===== config.mk =====
export PLATFORM = sky130hd
export DESIGN_NAME = hyperram_ctrl
export DESIGN_NICKNAME = d
export VERILOG_FILES = /design/src/rtl/hyperram_pkg.sv /design/src/rtl/hyperram_ca_builder.sv /design/src/rtl/hyperram_ctrl.sv
export SDC_FILE = /design/constraint.sdc
export NUM_CORES = 1
export LEC_CHECK = 0
export BUFFER_PORTS_ARGS = -buffer_cell sky130_fd_sc_hd__buf_2
export CAP_MARGIN = 20
export CORE_MARGIN = 4
export CORE_UTILIZATION = 25
export CTS_CLUSTER_DIAMETER = 50
export DETAILED_ROUTE_END_ITERATION = 10
export GPL_TIMING_DRIVEN = 0
export SYNTH_ARGS = -nofsm -noshare
export SYNTH_HDL_FRONTEND = slang
export SYNTH_SLANG_ARGS = --single-unit

===== constraint.sdc =====
create_clock -name clk -period 2.8 [get_ports clk]
set_input_delay 0.28 -clock clk [delete_from_list [all_inputs] [get_ports clk]]
set_output_delay 0.28 -clock clk [all_outputs]
set_load 0.005 [all_outputs]

===== src/rtl/hyperram_pkg.sv =====
// Shared types and constants for the single-transaction HyperBus master.
// States, command/address field positions and phase lengths.
package hyperram_pkg;

    typedef enum logic [2:0] {
        IDLE,
        CA,
        LAT,
        WR,
        RD,
        REC,
        DONE
    } state_e;

    localparam int CA_W         = 48;
    localparam int CA_BYTES     = 6;
    localparam int DATA_BYTES   = 4;

    localparam int CA_RW_BIT    = 47;
    localparam int CA_AS_BIT    = 46;
    localparam int CA_BURST_BIT = 45;
    localparam int CA_ROW_MSB   = 44;
    localparam int CA_ROW_LSB   = 16;
    localparam int CA_COL_MSB   = 2;
    localparam int CA_COL_LSB   = 0;

    // ck only toggles while the device is being clocked for CA, latency or data.
    function automatic logic is_clocked(input state_e s);
        return (s == CA) || (s == LAT) || (s == WR) || (s == RD);
    endfunction

endpackage


===== src/rtl/hyperram_ca_builder.sv =====
// Combinational builder of the 48-bit HyperBus command/address word
// (linear burst, memory space) from a word request.
module hyperram_ca_builder
    import hyperram_pkg::*;
(
    input  logic            write_enable,
    input  logic [31:0]     address,
    output logic [CA_W-1:0] ca
);

    always_comb begin
        ca                           = '0;
        ca[CA_RW_BIT]                = ~write_enable;
        ca[CA_AS_BIT]                = 1'b0;
        ca[CA_BURST_BIT]             = 1'b1;
        ca[CA_ROW_MSB:CA_ROW_LSB]    = address[31:3];
        ca[CA_COL_MSB:CA_COL_LSB]    = address[2:0];
    end

endmodule


===== src/rtl/hyperram_ctrl.sv =====
// Single-transaction HyperBus (HyperRAM) master: CA, latency, 4 data bytes, recovery.
// Define HYPERRAM_ASSERT_EN to compile in embedded protocol assertions.
//
// state | meaning
// IDLE  | cs_n high, waiting for transaction_begin
// CA    | 6 command/address bytes driven on dq
// LAT   | initial latency, bus released
// WR    | 4 write bytes on dq, byte mask on rwds
// RD    | 4 read bytes captured (fixed timing or rwds edges)
// REC   | recovery with cs_n still low
// DONE  | cs_n high, one-cycle done (and error) pulse
module hyperram_ctrl
    import hyperram_pkg::*;
#(
    parameter int TIMEOUT = 255
) (
    input  logic        clk,
    input  logic        rst,
    input  logic        transaction_begin,
    input  logic        write_enable,
    input  logic [31:0] address,
    input  logic [3:0]  write_mask,
    input  logic [31:0] data_in,
    input  logic [5:0]  wait_latency,
    input  logic [5:0]  done_latency,
    input  logic        timed_read,
    output logic [31:0] data_out,
    output logic        busy,
    output logic        done,
    output logic        error,
    output logic        ck,
    output logic        cs_n,
    output logic [7:0]  dq_out,
    output logic        dq_oe,
    input  logic [7:0]  dq_in,
    output logic        rwds_out,
    output logic        rwds_oe,
    input  logic        rwds_in
);

    localparam logic [7:0] TMO_LOAD = 8'(TIMEOUT);

    state_e          state_q, state_d;
    logic [6:0]      cnt_q, cnt_d;
    logic [7:0]      tmo_q, tmo_d;
    logic [CA_W-1:0] ca_q, ca_d, ca_req;
    logic [3:0]      mask_q, mask_d;
    logic [31:0]     wdata_q, wdata_d;
    logic [31:0]     data_out_q, data_out_d;
    logic            we_q, we_d;
    logic            timed_q, timed_d;
    logic            err_q, err_d;
    logic            ck_q, ck_d;
    logic            rwds_prev_q, rwds_prev_d;
    logic            go_lat, go_data, go_rec;
    logic [2:0]      byte_sel;

    // cnt_q counts down, so it also selects the byte: highest byte goes first.
    assign byte_sel = cnt_q[2:0];

    hyperram_ca_builder u_ca_builder (
        .write_enable (write_enable),
        .address      (address),
        .ca           (ca_req)
    );

    always_comb begin
        state_d     = state_q;
        cnt_d       = cnt_q;
        tmo_d       = tmo_q;
        ca_d        = ca_q;
        mask_d      = mask_q;
        wdata_d     = wdata_q;
        data_out_d  = data_out_q;
        we_d        = we_q;
        timed_d     = timed_q;
        err_d       = err_q;
        rwds_prev_d = rwds_in;
        go_lat      = 1'b0;
        go_data     = 1'b0;
        go_rec      = 1'b0;

        unique case (state_q)
            IDLE: begin
                if (transaction_begin) begin
                    ca_d    = ca_req;
                    we_d    = write_enable;
                    mask_d  = write_mask;
                    wdata_d = data_in;
                    timed_d = timed_read;
                    err_d   = 1'b0;
                    cnt_d   = 7'(CA_BYTES - 1);
                    state_d = CA;
                end
            end
            CA: begin
                if (cnt_q == 7'd0) begin
                    if (wait_latency != 6'd0) go_lat = 1'b1;
                    else                      go_data = 1'b1;
                end else begin
                    cnt_d = cnt_q - 7'd1;
                end
            end
            LAT: begin
                if (cnt_q == 7'd0) go_data = 1'b1;
                else               cnt_d = cnt_q - 7'd1;
            end
            WR: begin
                if (cnt_q == 7'd0) go_rec = 1'b1;
                else               cnt_d = cnt_q - 7'd1;
            end
            RD: begin
                if (timed_q || (rwds_in != rwds_prev_q)) begin
                    data_out_d[{byte_sel[1:0], 3'b000} +: 8] = dq_in;
                    tmo_d = TMO_LOAD;
                    if (cnt_q == 7'd0) go_rec = 1'b1;
                    else               cnt_d = cnt_q - 7'd1;
                end else if (tmo_q <= 8'd1) begin
                    err_d  = 1'b1;
                    go_rec = 1'b1;
                end else begin
                    tmo_d = tmo_q - 8'd1;
                end
            end
            REC: begin
                if (cnt_q == 7'd0) state_d = DONE;
                else               cnt_d = cnt_q - 7'd1;
            end
            DONE:    state_d = IDLE;
            default: state_d = IDLE;
        endcase

        if (go_lat) begin
            state_d = LAT;
            cnt_d   = {wait_latency, 1'b0} - 7'd1;
        end
        if (go_data) begin
            state_d = we_q ? WR : RD;
            cnt_d   = 7'(DATA_BYTES - 1);
            tmo_d   = TMO_LOAD;
        end
        if (go_rec) begin
            if (done_latency != 6'd0) begin
                state_d = REC;
                cnt_d   = {done_latency, 1'b0} - 7'd1;
            end else begin
                state_d = DONE;
            end
        end

        // Toggling on every clocked edge leaves ck low again when the data phase ends.
        ck_d = (is_clocked(state_q) && is_clocked(state_d)) ? ~ck_q : 1'b0;
    end

    always_ff @(posedge clk) begin
        if (rst) begin
            state_q     <= IDLE;
            cnt_q       <= '0;
            tmo_q       <= '0;
            ca_q        <= '0;
            mask_q      <= '0;
            wdata_q     <= '0;
            data_out_q  <= '0;
            we_q        <= 1'b0;
            timed_q     <= 1'b0;
            err_q       <= 1'b0;
            ck_q        <= 1'b0;
            rwds_prev_q <= 1'b0;
        end else begin
            state_q     <= state_d;
            cnt_q       <= cnt_d;
            tmo_q       <= tmo_d;
            ca_q        <= ca_d;
            mask_q      <= mask_d;
            wdata_q     <= wdata_d;
            data_out_q  <= data_out_d;
            we_q        <= we_d;
            timed_q     <= timed_d;
            err_q       <= err_d;
            ck_q        <= ck_d;
            rwds_prev_q <= rwds_prev_d;
        end
    end

    always_comb begin
        busy     = (state_q != IDLE);
        done     = 1'b0;
        error    = 1'b0;
        cs_n     = 1'b0;
        dq_out   = 8'h00;
        dq_oe    = 1'b0;
        rwds_out = 1'b0;
        rwds_oe  = 1'b0;
        unique case (state_q)
            IDLE: cs_n = 1'b1;
            CA: begin
                dq_oe  = 1'b1;
                dq_out = ca_q[{byte_sel, 3'b000} +: 8];
            end
            WR: begin
                dq_oe    = 1'b1;
                rwds_oe  = 1'b1;
                dq_out   = wdata_q[{byte_sel[1:0], 3'b000} +: 8];
                rwds_out = ~mask_q[byte_sel[1:0]];
            end
            DONE: begin
                cs_n  = 1'b1;
                done  = 1'b1;
                error = err_q;
            end
            default: ;
        endcase
    end

    assign ck       = ck_q;
    assign data_out = data_out_q;

`ifdef HYPERRAM_ASSERT_EN
    logic done_prev_q;

    always_ff @(posedge clk) begin
        if (rst) begin
            done_prev_q <= 1'b0;
        end else begin
            done_prev_q <= done;
            a_idle_cs:   assert (state_q != IDLE || cs_n);
            a_bus_free:  assert (!(state_q inside {LAT, RD, REC}) || !dq_oe);
            a_done_once: assert (!(done && done_prev_q));
            a_ck_low:    assert (!cs_n || !ck);
        end
    end
`else
`endif

endmodule


# Word-level counts from Yosys, hierarchy flattened
# Index checks and enable logic that the tools add are counted.
[word_totals]
wordCells = 110
input_bits = 94
ff_bits = 125
output_inout_bits = 48
[classes]
shift = 4
n_eq_ne = 15
n_lt_le_gt_ge = 2
mux = 44
n_addsub = 5
bitwise = 4
n_reduce_logical = 24
[op_table]
columns = ["op", "count"]
rows = [
  ["7-bit two-way mux", 7],
  ["48-bit by 7-bit indexed part select with 8-bit output", 1],
  ["32-bit bitwise mux", 1],
  ["8-bit two-way mux", 4],
  ["8-bit by 7-bit variable shift with 32-bit output (first input constant)", 1],
  ["32-bit by 6-bit indexed part select with 8-bit output", 1],
  ["8-bit by 7-bit indexed part select with 32-bit output", 1],
  ["7-bit one-hot mux with 3 select lines", 1],
  ["7-bit by 1-bit subtractor with 7-bit output (second input constant)", 3],
  ["1-bit two-way mux", 18],
  ["3-bit two-way mux", 6],
  ["8-bit one-hot mux with 2 select lines", 1],
  ["3-bit by 2-bit == test with 1-bit output (second input constant)", 4],
  ["3-bit == test (second input constant)", 4],
  ["6-bit nonzero test", 2],
  ["3-bit one-hot mux with 3 select lines", 1],
  ["8-bit by 1-bit less-or-equal comparator with 1-bit output (second input constant)", 1],
  ["4-bit OR reduction", 2],
  ["8-bit by 1-bit subtractor with 8-bit output (second input constant)", 1],
  ["7-bit zero test", 1],
  ["1-bit logical OR", 7],
  ["5-bit negation with 7-bit output", 1],
  ["3-bit by 1-bit == test with 1-bit output (second input constant)", 2],
  ["2-bit != test (second input constant)", 3],
  ["14 further kinds", 24],
]

# Longest topological paths before layout
[depth]
depth_word = 14
ltp_mapped = 11
mapped_depth_nobuf = 8

# Modules after synthesis
# A second synthesis with hierarchy kept.
[hier_totals]
hier_cells = 864
area_unflattened_um2 = 6998.0
[by_module_without_submodules]
columns = ["module", "seq_area_each_um2", "n_inst", "cells_each", "area_per_inst_um2"]
rows = [
  ["hyperram_ctrl", 2782.7, 1, 814, 6633.9],
  ["hyperram_ca_builder", 0.0, 1, 50, 364.1],
]

# Least setup slack after synthesis
# OpenSTA, ideal clock, no wires.
[synth_timing]
kind = "register -> register"
start = "register cnt_q[0]"
end = "register ck_q, in the netlist ck"
period_less_slack_ns = 2.416
n_path_buf = 3
path_slack_ns = 0.384
t_arrival_ns = 2.301
setup_ns = 0.115
stages_incl_launch_ff = 11
cell_sequence = "dfxtp_1 -> buf_2 -> inv_1 -> ha_1 -> clkbuf_2 -> nor4b_2 -> nand2_1 -> or3_1 -> clkbuf_1 -> o221a_2 -> o21a_1"
[synth_via]
elab_chain_len = 13
word_cells_on_any_way = 23
[synth_lines]
columns = ["element", "line", "rtl"]
rows = [
  ["start, declared", "hyperram_ctrl.sv:44", "logic [6:0] cnt_q, cnt_d;"],
  ["start signal, assigned", "hyperram_ctrl.sv:171", "cnt_q <= cnt_d;"],
  ["7-bit zero test (*)", "-", ""],
  ["3-bit two-way mux or 1-bit two-way mux (tied branches)", "hyperram_ctrl.sv:126, hyperram_ctrl.sv:97", ""],
  ["3-bit one-hot mux with 3 select lines or 1-bit two-way mux (tied branches)", "hyperram_ctrl.sv:83", "unique case (state_q)"],
  ["3-bit two-way mux", "hyperram_ctrl.sv:133", "if (go_lat) begin"],
  ["3-bit two-way mux", "hyperram_ctrl.sv:137", "if (go_data) begin"],
  ["3-bit two-way mux (*)", "hyperram_ctrl.sv:142", "if (go_rec) begin"],
  ["3-bit by 1-bit == test with 1-bit output or 3-bit by 2-bit == test with 1-bit output (tied branches)", "hyperram_pkg.sv:29", "return (s == CA) || (s == LAT) || (s == WR) || (s == RD);"],
  ["1-bit logical OR (2 in a row)", "hyperram_pkg.sv:29", ""],
  ["1-bit logical OR (*)", "hyperram_pkg.sv:29", ""],
  ["1-bit logical AND (*)", "hyperram_ctrl.sv:152", "ck_d = (is_clocked(state_q) && is_clocked(state_d)) ? ~ck_q : 1'b0;"],
  ["1-bit NOT (no source line) (*)", "-", ""],
  ["2-bit OR reduction (no source line) (*)", "-", ""],
  ["end signal, assigned", "hyperram_ctrl.sv:180", "ck_q <= ck_d;"],
  ["end, declared", "hyperram_ctrl.sv:53", "logic ck_q, ck_d;"],
]
# Every way passes the cells marked *; elsewhere a longest branch is shown, timed or not.
# A chain may end at the register's enable or synchronous reset.

# Worst setup path in the final report
[layout_timing]
start = "register cnt_q[1]"
end = "register cnt_q[6]"
[layout_via]
elab_chain_len = 8
word_cells_on_any_way = 16
[layout_lines]
columns = ["element", "line", "rtl"]
rows = [
  ["7-bit by 1-bit subtractor with 7-bit output or 7-bit zero test (tied branches)", "-", ""],
  ["7-bit two-way mux", "-", ""],
  ["7-bit two-way mux", "hyperram_ctrl.sv:113", "if (timed_q || (rwds_in != rwds_prev_q)) begin"],
  ["7-bit one-hot mux with 3 select lines", "hyperram_ctrl.sv:83", ""],
  ["7-bit two-way mux", "hyperram_ctrl.sv:133", ""],
  ["7-bit two-way mux", "hyperram_ctrl.sv:137", ""],
  ["7-bit two-way mux", "hyperram_ctrl.sv:143", "if (done_latency != 6'd0) begin"],
  ["7-bit two-way mux (*)", "hyperram_ctrl.sv:142", ""],
]
# Marked as above.

==> impl_results.md <==
* Slew Viols, Final at 0
* Slew @ Worst Pin at approximately 0.97 ns
* Startpoint types: flop
* Placeable Area at about 23000 um2
* Top FF cell, synth: dfxtp_1
* Share of post-route cells with drive strength above 1 at 0.240
* Total CTS buffers at 17
* Fmax at about 380 MHz
* Vias/cell at about 4.7
* Slew Limit Headroom at 0.354
* Vias in the first global route at between 5000 and 6000
* Synth unique cells at 60
* Final Net Count at ~1000
* DR pass1 iterations at 5
* Static leakage at 3.09 nW
* Initial antenna violation count at 0
* Die height at 161 um
* Final ANT Viol Nets at 0
* Drt drc at 0
* Final Cell Area at approximately 7700 um2
* Pin count of the biggest net entering global routing at 17
* Port Buf Inserts at 140
* # H-tree levels at 4
* Num rows at 55
* Ant. Diodes at 0
* Area leader, netlist: dfxtp_1
* Maximum vdd drop at 0.368 mV
* First-pass GRT wire length at roughly 31000 um
* Yosys warning count at 0
* Number of flops mapped to enable cells by yosys at 0
* Root Buffer: clkbuf_16
* Share of flip-flops with an asynchronous set or reset at 0
* Post-Synthesis Cell Area at 5880 um2
* Grt ovf at 0
* Non-filler cells, final at about 1200
* Starting Density at 0.257
* MaxCap Viol Count at 0
* Crit Path Max Fanout at 10
* Total track usage at 0.154
* Clk slew on worst S/H paths at 0.05 ns
* Syn_area_per_cell at ~7.9 um2
* Crit path arrival time at roughly 3.0 ns
* Cell with the most instances after synthesis: nand2_1
* Detailed Place HPWL at approximately 16000 um
* Die area at roughly 26000 um2
* Clk buf depth at 2
* Sequential element share of the synthesized area at 0.426
* Iteration-0 DRC Markers at roughly 420
* Routed len/inst at roughly 17 um
* Post-route minimum period at 2.65 ns
* Final setup violation count at 0
* Area after DPL at roughly 7000 um2
* Crit end category: flop
* Post-Route WL at 20300 um
* Vias at between 5000 and 6000
* Syn nets at about 850
* Synth Register Bits at roughly 130
* CTS sink cnt at roughly 130
* DP Cell Count at approximately 1200
* TritonCTS clock tree: built
* GPL Wtd Cong at approximately 0.9
* Most frequent cells after synthesis: nand2_1 (198), dfxtp_1 (125), a21oi_1 (123), nand3_1 (42), clkbuf_1 (35)
* Area grow syn2layout at 31.3%
* Final hold violations at 0
* RSZ-0062 raised after global routing: no
* Outcome: completed
* Worst skew pair latency at between 0.4 and 0.5 ns
* DIE WIDTH at about 160 um
* Crit share post-route at 0.946
* Top cells by area, synth: dfxtp_1 (43%), nand2_1 (13%), a21oi_1 (10%), nand3_1 (3.6%), mux4_2 (3.4%)
* Cells after Synth at approximately 740
* PwrDens at 1020 nW/um2
* Share of the synthesized area in the top cell type at 0.426
* Ports at about 140
* Clk_skew at 0.00833 ns
* CP Class: reg -> reg
* Min-delay worst type: in -> reg
* Crit path required time at between 3 and 4 ns
## layout by cell type, fill, tap and decap left out, types with 5 or more instances in the layout
cell / n
nand2_1: 197
buf_2: 148
a21oi_1: 123
dfxtp_1: 123
nand3_1: 42
clkbuf_1: 34
nor2_1: 24
nor3_1: 20
clkbuf_16: 17
mux2i_1: 15
o21ai_0: 13
inv_1: 10
o21a_1: 9
mux4_2: 9
ha_1: 9
nor3b_1: 7
and2_1: 7
xnor2_1: 7
a22o_1: 6
a211oi_1: 6
bufinv_16: 6
o22ai_1: 5
## per-stage QoR
step / hold WS (ns) / power [mW] / setup slack, ns / setup TNS (ns) / utilization
after floorplan: 0.379 / 4.33 / 0.384 / 0 / -
after global placement: 0.439 / 5.18 / -0.433 / -2.43 / 0.304
after detailed placement: 0.442 / 5.19 / -0.460 / -3.98 / 0.304
after CTS: 0.0755 / 7.84 / -0.00216 / -0.00216 / 0.335
after global routing: 0.0845 / 8.33 / 0.0200 / 0 / 0.337
final: 0.0894 / 7.86 / 0.151 / 0 / 0.337
## logic make-up (layout without fill, tap and decap cells)
family,Yosys count,after routing,share of synthesized area
simple gates,325,325,0.246
xor+xnor,9,9,0.0134
fa+ha+maj,9,9,0.0192
mux,27,27,0.0658
compound gates,186,186,0.186
buf+inv,62,236,0.0443
flops,125,125,0.426
## path summary, 6_finish.rpt
| check | cells after the start | slack, ns | to | startpoint |
|---|---|---|---|---|
| setup / recovery | 11 | 0.15 | cnt_q[6] | cnt_q[1] |
| hold / removal | 2 | 0.09 | cnt_q[1] | done_latency[0] |
| setup reg to reg | 11 | 0.15 | cnt_q[6] | cnt_q[1] |
| hold reg to reg | 2 | 0.45 | data_out[5] | data_out[5] |
## worst max-delay path, cell delays in order, from the launching register on
cell and delay (ns):
dfxtp_4 0.40, buf_6 0.17, inv_2 0.07, ha_1 0.14, buf_4 0.14, or4b_4 0.50, nor3_4 0.33, o21ai_2 0.14
a21oi_4 0.25, buf_6 0.17, a211oi_1 0.06, a211oi_2 0.19
## area by class of cell
class	count	area, um2
tap	313	392
buffer	49	231
timing repair buffer	142	716
clock inverter	15	256
sequential	125	2510
fill	2489	15200
clock buffer	17	425
inverter	13	48.8
multi-input combinational	556	3140
## layer usage
layer / wire length (um) / part of all wire / vias up / track usage
met3: 1160 / 0.057 / 20 / 0.0314
met2: 9280 / 0.46 / 194 / 0.243
met1: 9580 / 0.47 / 2694 / 0.212
met4: 318 / 0.016 / 0 / 0.0461
met5: 0 / 0 / - / 0
li1: - / - / 2898 / -
## flip-flops by register name, indices dropped and copies added (netlist names)
signal,count
mask_q,4
tmo_q,8
timed_q,1
rwds_prev_q,1
we_q,1
data_out,32
ck,1
state_q,3
ca_q,34
err_q,1
wdata_q,32
cnt_q,7
## where the power goes
part | internal, mW | switching [mW] | leakage [nW]
clock | 1.69 | 0.877 | 0.331
sequential | 2.12 | 0.252 | 1.02
combinational | 1.14 | 1.79 | 1.74
total | 4.94 | 2.92 | 3.09
## what timing repair did
action	in CTS	in global routing
hold buffers	0	0
endpoints found under the setup margin	55	12
pin swaps	0	3
gates resized for setup	10	13
setup buffers	0	2
cloned	0	0
(Power assumes the default switching activity.)
